===== config.mk =====
export PLATFORM = sky130hd
export DESIGN_NAME = debug_key_conditioner
export DESIGN_NICKNAME = d
export VERILOG_FILES = /design/src/rtl/debug_key_pkg.sv /design/src/rtl/debug_key_channel.sv /design/src/rtl/debug_key_conditioner.sv
export SDC_FILE = /design/constraint.sdc
export NUM_CORES = 1
export LEC_CHECK = 0
export CAP_MARGIN = 10
export CORE_ASPECT_RATIO = 1.5
export CORE_MARGIN = 8
export CORE_UTILIZATION = 30
export DETAILED_ROUTE_END_ITERATION = 10
export REMOVE_ABC_BUFFERS = 1
export SETUP_SLACK_MARGIN = 0.15
export SYNTH_ARGS = -nofsm -noshare
export SYNTH_HDL_FRONTEND = slang
export SYNTH_SLANG_ARGS = --single-unit

===== constraint.sdc =====
create_clock -name i_clk -period 2.85 [get_ports i_clk]
set_clock_uncertainty 0.05 [all_clocks]
set_input_delay 0.285 -clock i_clk [delete_from_list [all_inputs] [get_ports i_clk]]
set_output_delay 0.285 -clock i_clk [all_outputs]
set_load 0.1 [all_outputs]

===== src/rtl/debug_key_pkg.sv =====
// -----------------------------------------------------------------------------
// debug_key_pkg
// Shared definitions for the debug key conditioner:
//   - key_state_e    : per-key channel state
//   - DEF_*          : default timing constants (cycles of the 50 MHz clock)
//   - KEY_PLAY/STEP  : bit index of each key in the 2-bit key vectors
//   - max3()         : helper used to size the shared timing counter
// -----------------------------------------------------------------------------
package debug_key_pkg;

  typedef enum logic [2:0] {
    ST_IDLE       = 3'd0,
    ST_PRESS_DB   = 3'd1,
    ST_HELD       = 3'd2,
    ST_REPEAT     = 3'd3,
    ST_RELEASE_DB = 3'd4
  } key_state_e;

  localparam int DEF_DEBOUNCE_CYC  = 1000000;   // 20 ms at 50 MHz
  localparam int DEF_REPEAT_DELAY  = 25000000;  // 500 ms at 50 MHz
  localparam int DEF_REPEAT_PERIOD = 5000000;   // 100 ms at 50 MHz

  localparam int NUM_KEYS = 2;
  localparam int KEY_PLAY = 0;
  localparam int KEY_STEP = 1;

  function automatic int max3(input int a, input int b, input int c);
    int m;
    m = (a > b) ? a : b;
    return (m > c) ? m : c;
  endfunction

endpackage


===== src/rtl/debug_key_channel.sv =====
// -----------------------------------------------------------------------------
// debug_key_channel
// One conditioned key: 2-FF synchronizer, debounce FSM, optional auto-repeat.
//   i_clk    : system clock
//   i_rst_n  : asynchronous active-low reset
//   i_key_n  : raw key, active-low, asynchronous to i_clk
//   o_pulse  : registered one-cycle pulse per accepted press (and per repeat)
//   o_level  : debounced pressed level, 1 = pressed
// Parameters:
//   DEBOUNCE_CYC  : stable cycles needed to accept a press or a release
//   REPEAT_DELAY  : cycles held before auto-repeat starts (REPEAT_EN=1 only)
//   REPEAT_PERIOD : cycles between repeat pulses
//   REPEAT_EN     : 1 enables the HELD -> REPEAT path
// -----------------------------------------------------------------------------
module debug_key_channel
  import debug_key_pkg::*;
#(
  parameter int DEBOUNCE_CYC  = DEF_DEBOUNCE_CYC,
  parameter int REPEAT_DELAY  = DEF_REPEAT_DELAY,
  parameter int REPEAT_PERIOD = DEF_REPEAT_PERIOD,
  parameter bit REPEAT_EN     = 1'b0
) (
  input  logic i_clk,
  input  logic i_rst_n,
  input  logic i_key_n,
  output logic o_pulse,
  output logic o_level
);

  localparam int CNT_W = $clog2(max3(DEBOUNCE_CYC, REPEAT_DELAY, REPEAT_PERIOD)) + 1;

  // Terminal counts: the counter holds (cycles already seen - 1) when the
  // current cycle completes the required run.
  localparam logic [CNT_W-1:0] DB_LAST  = CNT_W'(DEBOUNCE_CYC - 1);
  localparam logic [CNT_W-1:0] RD_LAST  = CNT_W'(REPEAT_DELAY - 1);
  localparam logic [CNT_W-1:0] RP_LAST  = CNT_W'(REPEAT_PERIOD - 1);
  localparam logic [CNT_W-1:0] CNT_ONE  = CNT_W'(1);

  logic [1:0]       sync_q;
  logic             pressed;
  key_state_e       state_q;
  logic [CNT_W-1:0] cnt_q;
  logic [CNT_W-1:0] cnt_inc_d;
  logic             pulse_q;
  logic             level_q;

  // Synchronizer resets to the released (high) raw value so a key held
  // through reset is seen as a fresh press once reset lifts.
  always_ff @(posedge i_clk or negedge i_rst_n) begin
    if (!i_rst_n) begin
      sync_q <= 2'b11;
    end else begin
      sync_q <= {sync_q[0], i_key_n};
    end
  end

  assign pressed = ~sync_q[1];

  // Saturating increment: the counter parks at all-ones instead of wrapping.
  assign cnt_inc_d = (&cnt_q) ? cnt_q : cnt_q + CNT_ONE;

  always_ff @(posedge i_clk or negedge i_rst_n) begin
    if (!i_rst_n) begin
      state_q <= ST_IDLE;
      cnt_q   <= '0;
      pulse_q <= 1'b0;
      level_q <= 1'b0;
    end else begin
      pulse_q <= 1'b0;
      case (state_q)
        ST_IDLE: begin
          if (pressed) begin
            state_q <= ST_PRESS_DB;
            cnt_q   <= '0;
          end
        end

        ST_PRESS_DB: begin
          if (!pressed) begin
            state_q <= ST_IDLE;
            cnt_q   <= '0;
          end else if (cnt_q >= DB_LAST) begin
            state_q <= ST_HELD;
            cnt_q   <= '0;
            level_q <= 1'b1;
            pulse_q <= 1'b1;
          end else begin
            cnt_q <= cnt_inc_d;
          end
        end

        ST_HELD: begin
          if (!pressed) begin
            state_q <= ST_RELEASE_DB;
            cnt_q   <= '0;
          end else if (REPEAT_EN) begin
            if (cnt_q >= RD_LAST) begin
              state_q <= ST_REPEAT;
              cnt_q   <= '0;
              pulse_q <= 1'b1;
            end else begin
              cnt_q <= cnt_inc_d;
            end
          end
        end

        ST_REPEAT: begin
          if (!pressed) begin
            state_q <= ST_RELEASE_DB;
            cnt_q   <= '0;
          end else if (cnt_q >= RP_LAST) begin
            cnt_q   <= '0;
            pulse_q <= 1'b1;
          end else begin
            cnt_q <= cnt_inc_d;
          end
        end

        ST_RELEASE_DB: begin
          // A bounce back to pressed resumes HELD silently and restarts the
          // repeat delay from zero.
          if (pressed) begin
            state_q <= ST_HELD;
            cnt_q   <= '0;
          end else if (cnt_q >= DB_LAST) begin
            state_q <= ST_IDLE;
            cnt_q   <= '0;
            level_q <= 1'b0;
          end else begin
            cnt_q <= cnt_inc_d;
          end
        end

        default: begin
          state_q <= ST_IDLE;
          cnt_q   <= '0;
          level_q <= 1'b0;
        end
      endcase
    end
  end

  assign o_pulse = pulse_q;
  assign o_level = level_q;

endmodule


===== src/rtl/debug_key_conditioner.sv =====
// -----------------------------------------------------------------------------
// debug_key_conditioner
// Conditions the two board debug keys into clean control pulses.
//   i_clk            : system clock, 50 MHz
//   i_rst_n          : asynchronous active-low reset
//   i_key_n[1:0]     : raw keys, active-low (bit0 play/pause, bit1 step)
//   o_play_pause     : one-cycle pulse per accepted key0 press
//   o_frame_by_frame : one-cycle pulse per accepted key1 press, with auto-repeat
//   o_key_level[1:0] : debounced pressed level per key, 1 = pressed
// -----------------------------------------------------------------------------
module debug_key_conditioner
  import debug_key_pkg::*;
#(
  parameter int DEBOUNCE_CYC  = DEF_DEBOUNCE_CYC,
  parameter int REPEAT_DELAY  = DEF_REPEAT_DELAY,
  parameter int REPEAT_PERIOD = DEF_REPEAT_PERIOD
) (
  input  logic       i_clk,
  input  logic       i_rst_n,
  input  logic [1:0] i_key_n,
  output logic       o_play_pause,
  output logic       o_frame_by_frame,
  output logic [1:0] o_key_level
);

  logic [NUM_KEYS-1:0] pulse;

  // Channels are fully independent; only the step key auto-repeats.
  for (genvar gi = 0; gi < NUM_KEYS; gi++) begin : g_chan
    debug_key_channel #(
      .DEBOUNCE_CYC  (DEBOUNCE_CYC),
      .REPEAT_DELAY  (REPEAT_DELAY),
      .REPEAT_PERIOD (REPEAT_PERIOD),
      .REPEAT_EN     (gi == KEY_STEP)
    ) u_chan (
      .i_clk   (i_clk),
      .i_rst_n (i_rst_n),
      .i_key_n (i_key_n[gi]),
      .o_pulse (pulse[gi]),
      .o_level (o_key_level[gi])
    );
  end

  assign o_play_pause     = pulse[KEY_PLAY];
  assign o_frame_by_frame = pulse[KEY_STEP];

endmodule


Word level (Yosys, flattened, before mapping)
Index checks and enable logic that the tools add are counted.
{ "totals": {"elab_cells": 114, "regBits": 66} }
{ "classes": {"add_sub_neg": 2, "bitwise": 2, "order_cmp": 5, "n_eq_ne": 26, "muxes": 57, "n_reduce_logical": 12} }
{ "ops": {"columns": ["op", "n"], "rows": [
  ["two-way mux 26 bit", 17],
  ["one-hot mux 26 bit (5 select lines)", 2],
  ["adder 26 x 1 -> 26 bit, second input constant", 2],
  ["greater-or-equal comparator 26 x 20 -> 1 bit, second input constant", 2],
  ["greater-or-equal comparator 26 x 23 -> 1 bit, second input constant", 2],
  ["AND reduction 26 bit", 2],
  ["two-way mux 3 bit", 14],
  ["greater-or-equal comparator 26 x 25 -> 1 bit, second input constant", 1],
  ["two-way mux 1 bit", 18],
  ["!= test 2 x 1 -> 1 bit, second input constant", 9],
  ["one-hot mux 3 bit (5 select lines)", 1],
  ["AND reduction 5 bit", 3],
  ["equality test 3 x 2 -> 1 bit, second input constant", 4],
  ["one-hot mux 3 bit (4 select lines)", 1],
  ["!= test 3 x 1 -> 1 bit, second input constant", 3],
  ["one-hot mux 1 bit (3 select lines)", 3],
  ["!= test 2 bit, second input constant", 4],
  ["equality test 3 x 1 -> 1 bit, second input constant", 2],
  ["equality test 3 bit, second input constant", 2],
  ["zero test 3 bit", 2],
  ["!= test 3 bit, second input constant", 2],
  ["OR reduction 3 bit", 2],
  ["AND reduction 4 bit", 1],
  ["NOT 1 bit", 2],
  ["3 further kinds", 3]
]} }

Longest topological paths before layout
Gate-level depths: netlist of the first run.
{ "logic_depth": {"depth_word": 5, "depth_mapped": 9, "depth_no_buf": 8} }

Hierarchy
Synthesis of the first run repeated with hierarchy kept, for this count alone.
{ "hier_totals": {"cells_unflattened": 498, "area_unflattened_um2": 4281.6} }
{ "by_module_without_submodules": {"columns": ["mod", "cells_each", "seq_area_each_um2", "instances", "area_each_um2"], "rows": [
  ["debug_key_channel (g_chan[1].u_chan)", 276, 828.3, 1, 2248.4],
  ["debug_key_channel (g_chan[0].u_chan)", 222, 828.3, 1, 2033.2]
]} }

Worst setup path before layout of the first run
OpenSTA, ideal clock, no wires.
{ "synth_path": {"path_type": "reg-to-reg", "from": "register g_chan[1].u_chan.cnt_q[8]", "to": "register g_chan[1].u_chan.cnt_q[7]", "path_buffers": 1, "slack_ns": 0.354, "synth_period_minus_slack_ns": 2.496, "t_required_ns": 2.731, "path_stages_with_launch": 9, "t_arrival_ns": 2.377, "path_cell_list": "dfrtp_1 buf_6 or3_1 or4_1 o221ai_2 a211oi_2 a21bo_1 or4_1 nand3_1"} }
{ "synth_via": {"elab_chain_cells": 5, "word_cells_on_any_way": 13, "classes_between": "order compare (3); mux (9); reduce/logical (1)"} }
{ "synth_rtl": {"columns": ["element", "line", "text"], "rows": [
  ["start, declared", "debug_key_channel.sv:42", "logic [CNT_W-1:0] cnt_q;"],
  ["start signal, assigned", "debug_key_channel.sv:88", "cnt_q <= cnt_inc_d;"],
  ["start signal, assigned", "debug_key_channel.sv:102", "cnt_q <= cnt_inc_d;"],
  ["start signal, assigned", "debug_key_channel.sv:115", "cnt_q <= cnt_inc_d;"],
  ["parallel branches: the longest is 4 deep, another holds greater-or-equal comparator 26 x 20 -> 1 bit", null, null],
  ["one-hot mux 26 bit (5 select lines) (*)", "debug_key_channel.sv:70", "case (state_q)"]
]} }
Mark *: on every way between the ends.
A chain may end at the register's enable or synchronous reset.

Worst setup path in the final report of the first run
{ "layout_path": {"from": "register g_chan[1].u_chan.cnt_q[6]", "to": "register g_chan[1].u_chan.cnt_q[7]"} }
{ "layout_via": {"elab_chain_cells": 5, "word_cells_on_any_way": 14, "classes_between": "add/sub (1); order compare (3); mux (9); reduce/logical (1)"} }
{ "layout_rtl": {"columns": ["element", "line", "text"], "rows": [
  ["adder 26 x 1 -> 26 bit or AND reduction 26 bit (tied branches)", "debug_key_channel.sv:60", "assign cnt_inc_d = (&cnt_q) ? cnt_q : cnt_q + CNT_ONE;"],
  ["two-way mux 26 bit", "debug_key_channel.sv:60", null],
  ["two-way mux 26 bit (on tied branches) (2 in a row)", null, null],
  ["one-hot mux 26 bit (5 select lines) (*)", "debug_key_channel.sv:70", null]
]} }
Every way passes the cells marked *; elsewhere a longest branch is shown, timed or not.

==> results.tsv, run 1 <==
stage	metric	value	unit
synthesis	Seq/Total Area, Yosys	42.3	%
critical_path	Critical R2R Launch	g_chan[1].u_chan.cnt_q[6]$_DFFE_PN0P_	
detailed_routing	1st-pass router iterations	4	
detailed_routing	DRT iter0 DRCs	194	
power_and_ir_drop	Peak VDD IR	0.272	mV
grt	initial antenna violation count	0	
detailed_routing	Metal-1 WL	4130	microns
critical_path	CP Cell Sequence	or3_1, or4_4, o221ai_4, a211oi_4, buf_6, a21bo_4, or4_1, nand3_1	
finish	Finished Cell Area	4770	sq um
timing	Final Cycle Share	92.8	%
timing	max_slew headroom	51.2	%
timing	fmax	378	MHz
synthesis	post-synth top area share	39.6	%
detailed_routing	wire length per cell	16.2	microns
critical_path	slowest library cell on the worst path	or4_1	
clock_tree	Num CTS Buffers	9	
clock_tree	clk sinks	66	
critical_path	Worst R2R Path Depth	8	
critical_path	CP Capture Type	register	
place	post-DP HPWL	7470	microns
synthesis	Async SR Flop Fraction	100	%
clock_tree	CTS Buffer Depth	2	
min_path	worst min path class	register to register	
timing	final hold vios	0	
clock_tree	CTS H-tree lvls	3	
clock_tree	worst skew pair latency	0.33	ns
place	IO Port Bufs	7	
finish	ant diodes	0	
synthesis	yosys warns	0	
timing	RSZ-0062 raised after global routing	yes	
grt	global route total overflow	0	
detailed_routing	Detailed Route WL	10800	microns
detailed_routing	drt drc	0	
grt	gr usage total	13.0	%
power_and_ir_drop	power density cells	472	nW/um^2
critical_path	crit path kind	register to register	
floorplan	core area	12900	sq um
synthesis	post-synth top area cell	dfrtp_1	
finish	layout net count	509	
detailed_routing	met2 WL	5680	microns
critical_path	reg2reg end	g_chan[1].u_chan.cnt_q[7]$_DFFE_PN0P_	
detailed_routing	DR top layer	met4	
clock_tree	Root Buffer	clkbuf_16	
finish	Layout area overhead	21.9	%
synthesis	mapped cell area	3920	sq um
detailed_routing	Via density	5.72	
synthesis	register bit total from synthesis	66	
outcome	status	finished clean	
floorplan	die height	156	microns
synthesis	count leader, synth	dfrtp_1	
timing	Setup-failing EPs final	0	
timing	Slew @ Worst Pin	0.732	ns
detailed_routing	final antenna-violating net count	0	
floorplan	Die Area	17000	sq um
critical_path	CP endpoint	g_chan[1].u_chan.cnt_q[7]$_DFFE_PN0P_	
synthesis	Post-synth EDFFs	0	
critical_path	Data required, critical path	3.07	ns
floorplan	DIE WIDTH	109	microns
timing	max-slew violations	0	
floorplan	Rows	51	
floorplan	Starting Density	30.4	%
synthesis	main flop type after synthesis	dfrtp_1	
critical_path	Largest stage delay, worst path	0.49	ns
critical_path	CP startpoint	g_chan[1].u_chan.cnt_q[6]$_DFFE_PN0P_	
power_and_ir_drop	Static Leak	2.03	nW
critical_path	R2R Setup Slk	0.20	ns
critical_path	worst-path fanout max	5	
floorplan	IO Count	8	
critical_path	Arrival @ worst endpoint	2.86	ns
synthesis	post-synth cell types	61	
power_and_ir_drop	Design Power	0.00225	W
timing	Hold Worst Slack	0.308	ns
grt	largest net degree at the start of global routing	33	
synthesis	synth cell count leaders	dfrtp_1, nand2_1, a21oi_1, nand3_1, nor2_1	
synthesis	cell count after synthesis	468	
place	Post-DP Area	4290	sq um
detailed_routing	via count	3816	
critical_path	Critical Path Source Type	register	
synthesis	syn avg cell area	8.37	sq um
run	MaxCap Viol Count	0	
grt	number of global-route vias before repair	3721	
clock_tree	clock slew at reported path FFs	0.06	ns
detailed_routing	met3 routed wirelength	452	microns
synthesis	synth top area cells	dfrtp_1, a21oi_1, nand2_1	
clock_tree	CTS tree	built	
finish	share of cells above drive strength 1	16.1	%
timing	Final min period	2.65	ns
grt	first-pass GRT wire length	17700	microns
place	Placer Congestion	0.900	
-- critical path: cells and delay by family, from the launching register on --
kind / cells / cell delay, ns
simple gates: 4 / 1.42
buf+inv: 1 / 0.14
flops: 1 / 0.38
compound gates: 3 / 0.59
-- cells by family after synthesis --
| family | synth area share [%] |
|---|---|
| AND/OR/NAND/NOR | 27.2 |
| buffers and inverters | 4.95 |
| flip-flops | 42.3 |
| XOR/XNOR | 0.224 |
| multiplexers | 0.256 |
| adder cells (fa/ha/maj) | 0.639 |
| AO/OA/AOI/OAI | 24.4 |
-- layer usage --
| layer | vias up | track usage, % |
|---|---|---|
| met3 | 46 | 2.73 |
| met4 | 0 | 7.43 |
| met5 | - | 0 |
| met1 | 1851 | 13.8 |
| met2 | 105 | 22.8 |
| li1 | 1814 | - |
-- repair_timing --
action | in CTS | in global routing
resized for setup | 4 | 13
cloned | 0 | 1
hold buffers | 1 | 0
setup endpoints to repair | 21 | 25
setup buffers | 0 | 9
hold endpoints to repair | 12 | 0
pin swaps | 0 | 8
-- worst min-delay path by stage --
stage          slack (ns)  depth (start not counted)                            startpoint                                     to
2_1_floorplan       -0.06                          0                               i_rst_n  g_chan[0].u_chan.cnt_q[0]$_DFFE_PN0P_
3_3_place_gp         0.30                          0  g_chan[1].u_chan.sync_q[0]$_DFF_PN1_   g_chan[1].u_chan.sync_q[1]$_DFF_PN1_
4_1_cts              0.30                          1                            i_key_n[0]   g_chan[0].u_chan.sync_q[0]$_DFF_PN1_
5_1_grt              0.31                          1                            i_key_n[1]   g_chan[1].u_chan.sync_q[0]$_DFF_PN1_
3_5_place_dp         0.30                          0  g_chan[1].u_chan.sync_q[0]$_DFF_PN1_   g_chan[1].u_chan.sync_q[1]$_DFF_PN1_
6_report             0.31                          0  g_chan[1].u_chan.sync_q[0]$_DFF_PN1_   g_chan[1].u_chan.sync_q[1]$_DFF_PN1_
-- power breakdown --
part / total [W] / internal, W / leakage [nW] / switching (W)
Clock: 0.00114 / 0.000748 / 0.153 / 0.000395
Combinational: 0.000136 / 0.0000515 / 0.979 / 0.0000846
Sequential: 0.000975 / 0.000958 / 0.900 / 0.0000175
Total: 0.00225 / 0.00176 / 2.03 / 0.000497
-- layout by cell type (no fill, tap or decap), drive strengths merged, types with 4 or more instances in the layout --
cell,Yosys,layout
dfrtp,62,62
nand2,50,50
buf,12,47
a21oi,37,37
nand3,36,36
nor2,33,33
o21ai,33,33
a31oi,20,20
inv,17,17
clkbuf,16,15
and3,14,14
nor3,13,13
nand4,12,12
and2,12,12
or3,10,10
and4,9,9
o211ai,9,9
a21o,5,5
a22o,5,5
a41oi,5,5
a211oi,5,5
nand2b,4,4
dfstp,4,4
-- layout make-up --
cell class	count	area, sq um
Clock inverter	2	35.0
Clock buffer	14	274
Tap cell	159	199
Multi-Input combinational cell	358	2150
Fill cell	1289	8120
Timing Repair Buffer	51	392
Inverter	17	63.8
Sequential cell	66	1660
-- state kept, by name, indices dropped and copies added (netlist names) --
signal,flops
g_chan.u_chan.cnt_q,52
g_chan.u_chan.state_q,6
g_chan.u_chan.sync_q,4
g_chan.u_chan.o_level,2
g_chan.u_chan.o_pulse,2
-- per-stage QoR --
step | setup slack (ns) | setup TNS, ns | utilization, % | instances
2_1_floorplan | 0.185 | 0 | - | 440
3_3_place_gp | -0.0443 | -0.0729 | 33.3 | 640
3_5_place_dp | -0.0877 | -0.303 | 33.3 | 640
4_1_cts | 0.159 | 0 | 35.9 | 657
5_1_grt | 0.110 | 0 | 37.0 | 667
6_report | 0.204 | 0 | 37.0 | 667
No activity file was read; power rests on OpenSTA's default activity.
==> run 2: changes to the inputs <==
==> constraint.sdc (replaced) <==
create_clock -name i_clk -period 3.2 [get_ports i_clk]
set_clock_uncertainty 0.05 [all_clocks]
set_input_delay 0.32 -clock i_clk [delete_from_list [all_inputs] [get_ports i_clk]]
set_output_delay 0.32 -clock i_clk [all_outputs]
set_load 0.1 [all_outputs]
==> results.tsv, run 2 (synthesized netlist as in run 1, its figures left out) <==
stage	metric	value	unit	change
grt	initial antenna violation count	0		unchanged
floorplan	die height	156	microns	unchanged
timing	Slew @ Worst Pin	0.967	ns	+0.235 ns
min_path	worst min path class	register to register		
floorplan	DIE WIDTH	109	microns	unchanged
detailed_routing	Detailed Route WL	10500	microns	-3.0%
place	Post-DP Area	4090	sq um	-4.7%
critical_path	Critical Path Source Type	register		
finish	largest reg by FF count	g_chan.u_chan.cnt_q		
detailed_routing	final antenna-violating net count	0		unchanged
grt	first-pass GRT wire length	17500	microns	-1.1%
timing	final hold vios	0		unchanged
finish	most common cell after layout, fill and taps aside	dfrtp_1		
clock_tree	Num CTS Buffers	9		unchanged
timing	Hold Worst Slack	0.305	ns	-0.00247 ns
floorplan	Starting Density	30.4	%	unchanged
clock_tree	CTS H-tree lvls	3		unchanged
finish	fillcell total	1306		+1.3%
timing	setup ws final	0.321	ns	+0.117 ns
finish	Layout area overhead	15.2	%	
floorplan	Rows	51		unchanged
power_and_ir_drop	Design Power	0.00216	W	-4.2%
critical_path	Data required, critical path	3.42	ns	+0.35 ns
timing	Final Cycle Share	90.0	%	-2.9 points
finish	ant diodes	0		unchanged
critical_path	CP Capture Type	register		
grt	global route total overflow	0		unchanged
timing	Final min period	2.88	ns	+0.233 ns
timing	fmax	347	MHz	-8.1%
clock_tree	clk sinks	66		unchanged
finish	max reg flops	52		unchanged
grt	GR Util met3	2.65	%	-0.083 points
grt	largest net degree at the start of global routing	32		-3.0%
outcome	status	finished clean		
finish	Finished Cell Area	4510	sq um	-5.5%
floorplan	IO Count	8		unchanged
grt	M2 GR Usage	22.4	%	-0.46 points
place	DP Worst Slack	0.0477	ns	+0.135 ns
detailed_routing	via count	3691		-3.3%
grt	gr busiest metal	met2		
critical_path	Largest stage delay, worst path	0.53	ns	+0.04 ns
finish	largest registers	g_chan.u_chan.cnt_q x52, g_chan.u_chan.state_q x6, g_chan.u_chan.sync_q x4		
critical_path	slowest library cell on the worst path	or4_1		
place	IO Port Bufs	7		unchanged
grt	number of global-route vias before repair	3673		-1.3%
place	post-DP HPWL	7200	microns	-3.6%
floorplan	core area	12900	sq um	unchanged
place	Placer Congestion	0.866		-3.7%
finish	Seq. cell area	1660	sq um	unchanged
grt	met1 usage	13.9	%	+0.10 points
clock_tree	Root Buffer	clkbuf_16		
timing	setup TNS	0	ns	unchanged
clock_tree	CTS tree	built		
finish	layout net count	475		-6.7%
detailed_routing	Via density	5.83		+1.9%
finish	area of the multi-input gates	2090	sq um	-2.8%
power_and_ir_drop	power density cells	479	nW/um^2	+1.3%
detailed_routing	1st-pass router iterations	5		+1
critical_path	worst-path fanout max	16		+11
clock_tree	worst skew pair latency	0.34	ns	about the same
power_and_ir_drop	Peak VDD IR	0.355	mV	+30%
power_and_ir_drop	Static Leak	1.85	nW	-9.1%
grt	gr usage total	12.7	%	-0.22 points
critical_path	Arrival @ worst endpoint	3.10	ns	+0.24 ns
detailed_routing	DRT iter0 DRCs	162		-16%
timing	max_slew headroom	35.3	%	-16 points
floorplan	Die Area	17000	sq um	unchanged
timing	RSZ-0062 raised after global routing	yes		
detailed_routing	wire length per cell	16.6	microns	+2.2%
run	MaxCap Viol Count	0		unchanged
critical_path	buffer and inverter count on the worst path	0		-1
clock_tree	CTS Buffer Depth	2		unchanged
finish	share of cells above drive strength 1	9.07	%	-7.1 points
clock_tree	clock slew at reported path FFs	0.06	ns	about the same
detailed_routing	drt drc	0		unchanged
critical_path	CP Cell Sequence	o41a_1, o21ai_0, o211ai_1, o21a_1, a21bo_2, or4_1, nand3_1		
timing	max-slew violations	0		unchanged
critical_path	crit path kind	register to register		
critical_path	CP delay by family, top	compound AO/OA/AOI/OAI gates		
finish	most frequent cells in the layout	dfrtp_1, nand2_1, a21oi_1		
timing	Setup-failing EPs final	0		unchanged
run 2: report_power, final:
part	total (W)	switching [W]	internal [W]	leakage [nW]
clock network	0.00118	0.000378	0.000801	0.176
logic	0.000111	0.0000737	0.0000375	0.771
registers	0.000868	0.0000158	0.000852	0.900
run 2: final cells by class:
cell class	instances	area share (%)
Sequential cell	66	36.7
Tap cell	159	4.41
Multi-Input combinational cell	358	46.4
Timing Repair Buffer	17	3.25
Inverter	17	1.41
Clock buffer	11	5.60
Clock inverter	5	2.22
run 2: through the flow:
step | cells | utilization [%]
after floorplan | 440 | -
after global placement | 612 | 31.8
after detailed placement | 612 | 31.8
after CTS | 629 | 34.6
after global routing | 633 | 35.0
final | 633 | 35.0
run 2: repair_timing:
action / in CTS / in global routing
cloned: 0 / 1
resized for setup: 1 / 6
hold endpoints to repair: 17 / 0
hold buffers: 1 / 0
pin swaps: 0 / 2
setup buffers: 0 / 3
setup endpoints to repair: 6 / 32
run 2: final timing paths:
| kind | slack (ns) | endpoint | start | cells after the start |
|---|---|---|---|---|
| worst max-delay path | 0.32 | g_chan[1].u_chan.cnt_q[7]$_DFFE_PN0P_ | g_chan[1].u_chan.cnt_q[13]$_DFFE_PN0P_ | 7 |
| worst min-delay path | 0.31 | g_chan[0].u_chan.sync_q[1]$_DFF_PN1_ | g_chan[0].u_chan.sync_q[0]$_DFF_PN1_ | 0 |
| worst max register to register | 0.32 | g_chan[1].u_chan.cnt_q[7]$_DFFE_PN0P_ | g_chan[1].u_chan.cnt_q[13]$_DFFE_PN0P_ | 7 |
| worst min register to register | 0.31 | g_chan[0].u_chan.sync_q[1]$_DFF_PN1_ | g_chan[0].u_chan.sync_q[0]$_DFF_PN1_ | 0 |
| max in group asynchronous | 1.82 | g_chan[0].u_chan.sync_q[1]$_DFF_PN1_ | i_rst_n | 3 |
| min in group asynchronous | 0.43 | g_chan[1].u_chan.cnt_q[9]$_DFFE_PN0P_ | i_rst_n | 2 |
run 2: worst reg2reg max path, cell delays in order (launching register included):
cell	delay (ns)
dfrtp_1	0.45
o41a_1	0.44
o21ai_0	0.25
o211ai_1	0.28
o21a_1	0.35
a21bo_2	0.37
or4_1	0.53
nand3_1	0.10
run 2: layer usage:
metal | routed length, microns | part of all wire (%)
met1 | 4170 | 40
met2 | 5570 | 53
met3 | 370 | 3.5
met4 | 364 | 3.5
met5 | 0 | 0
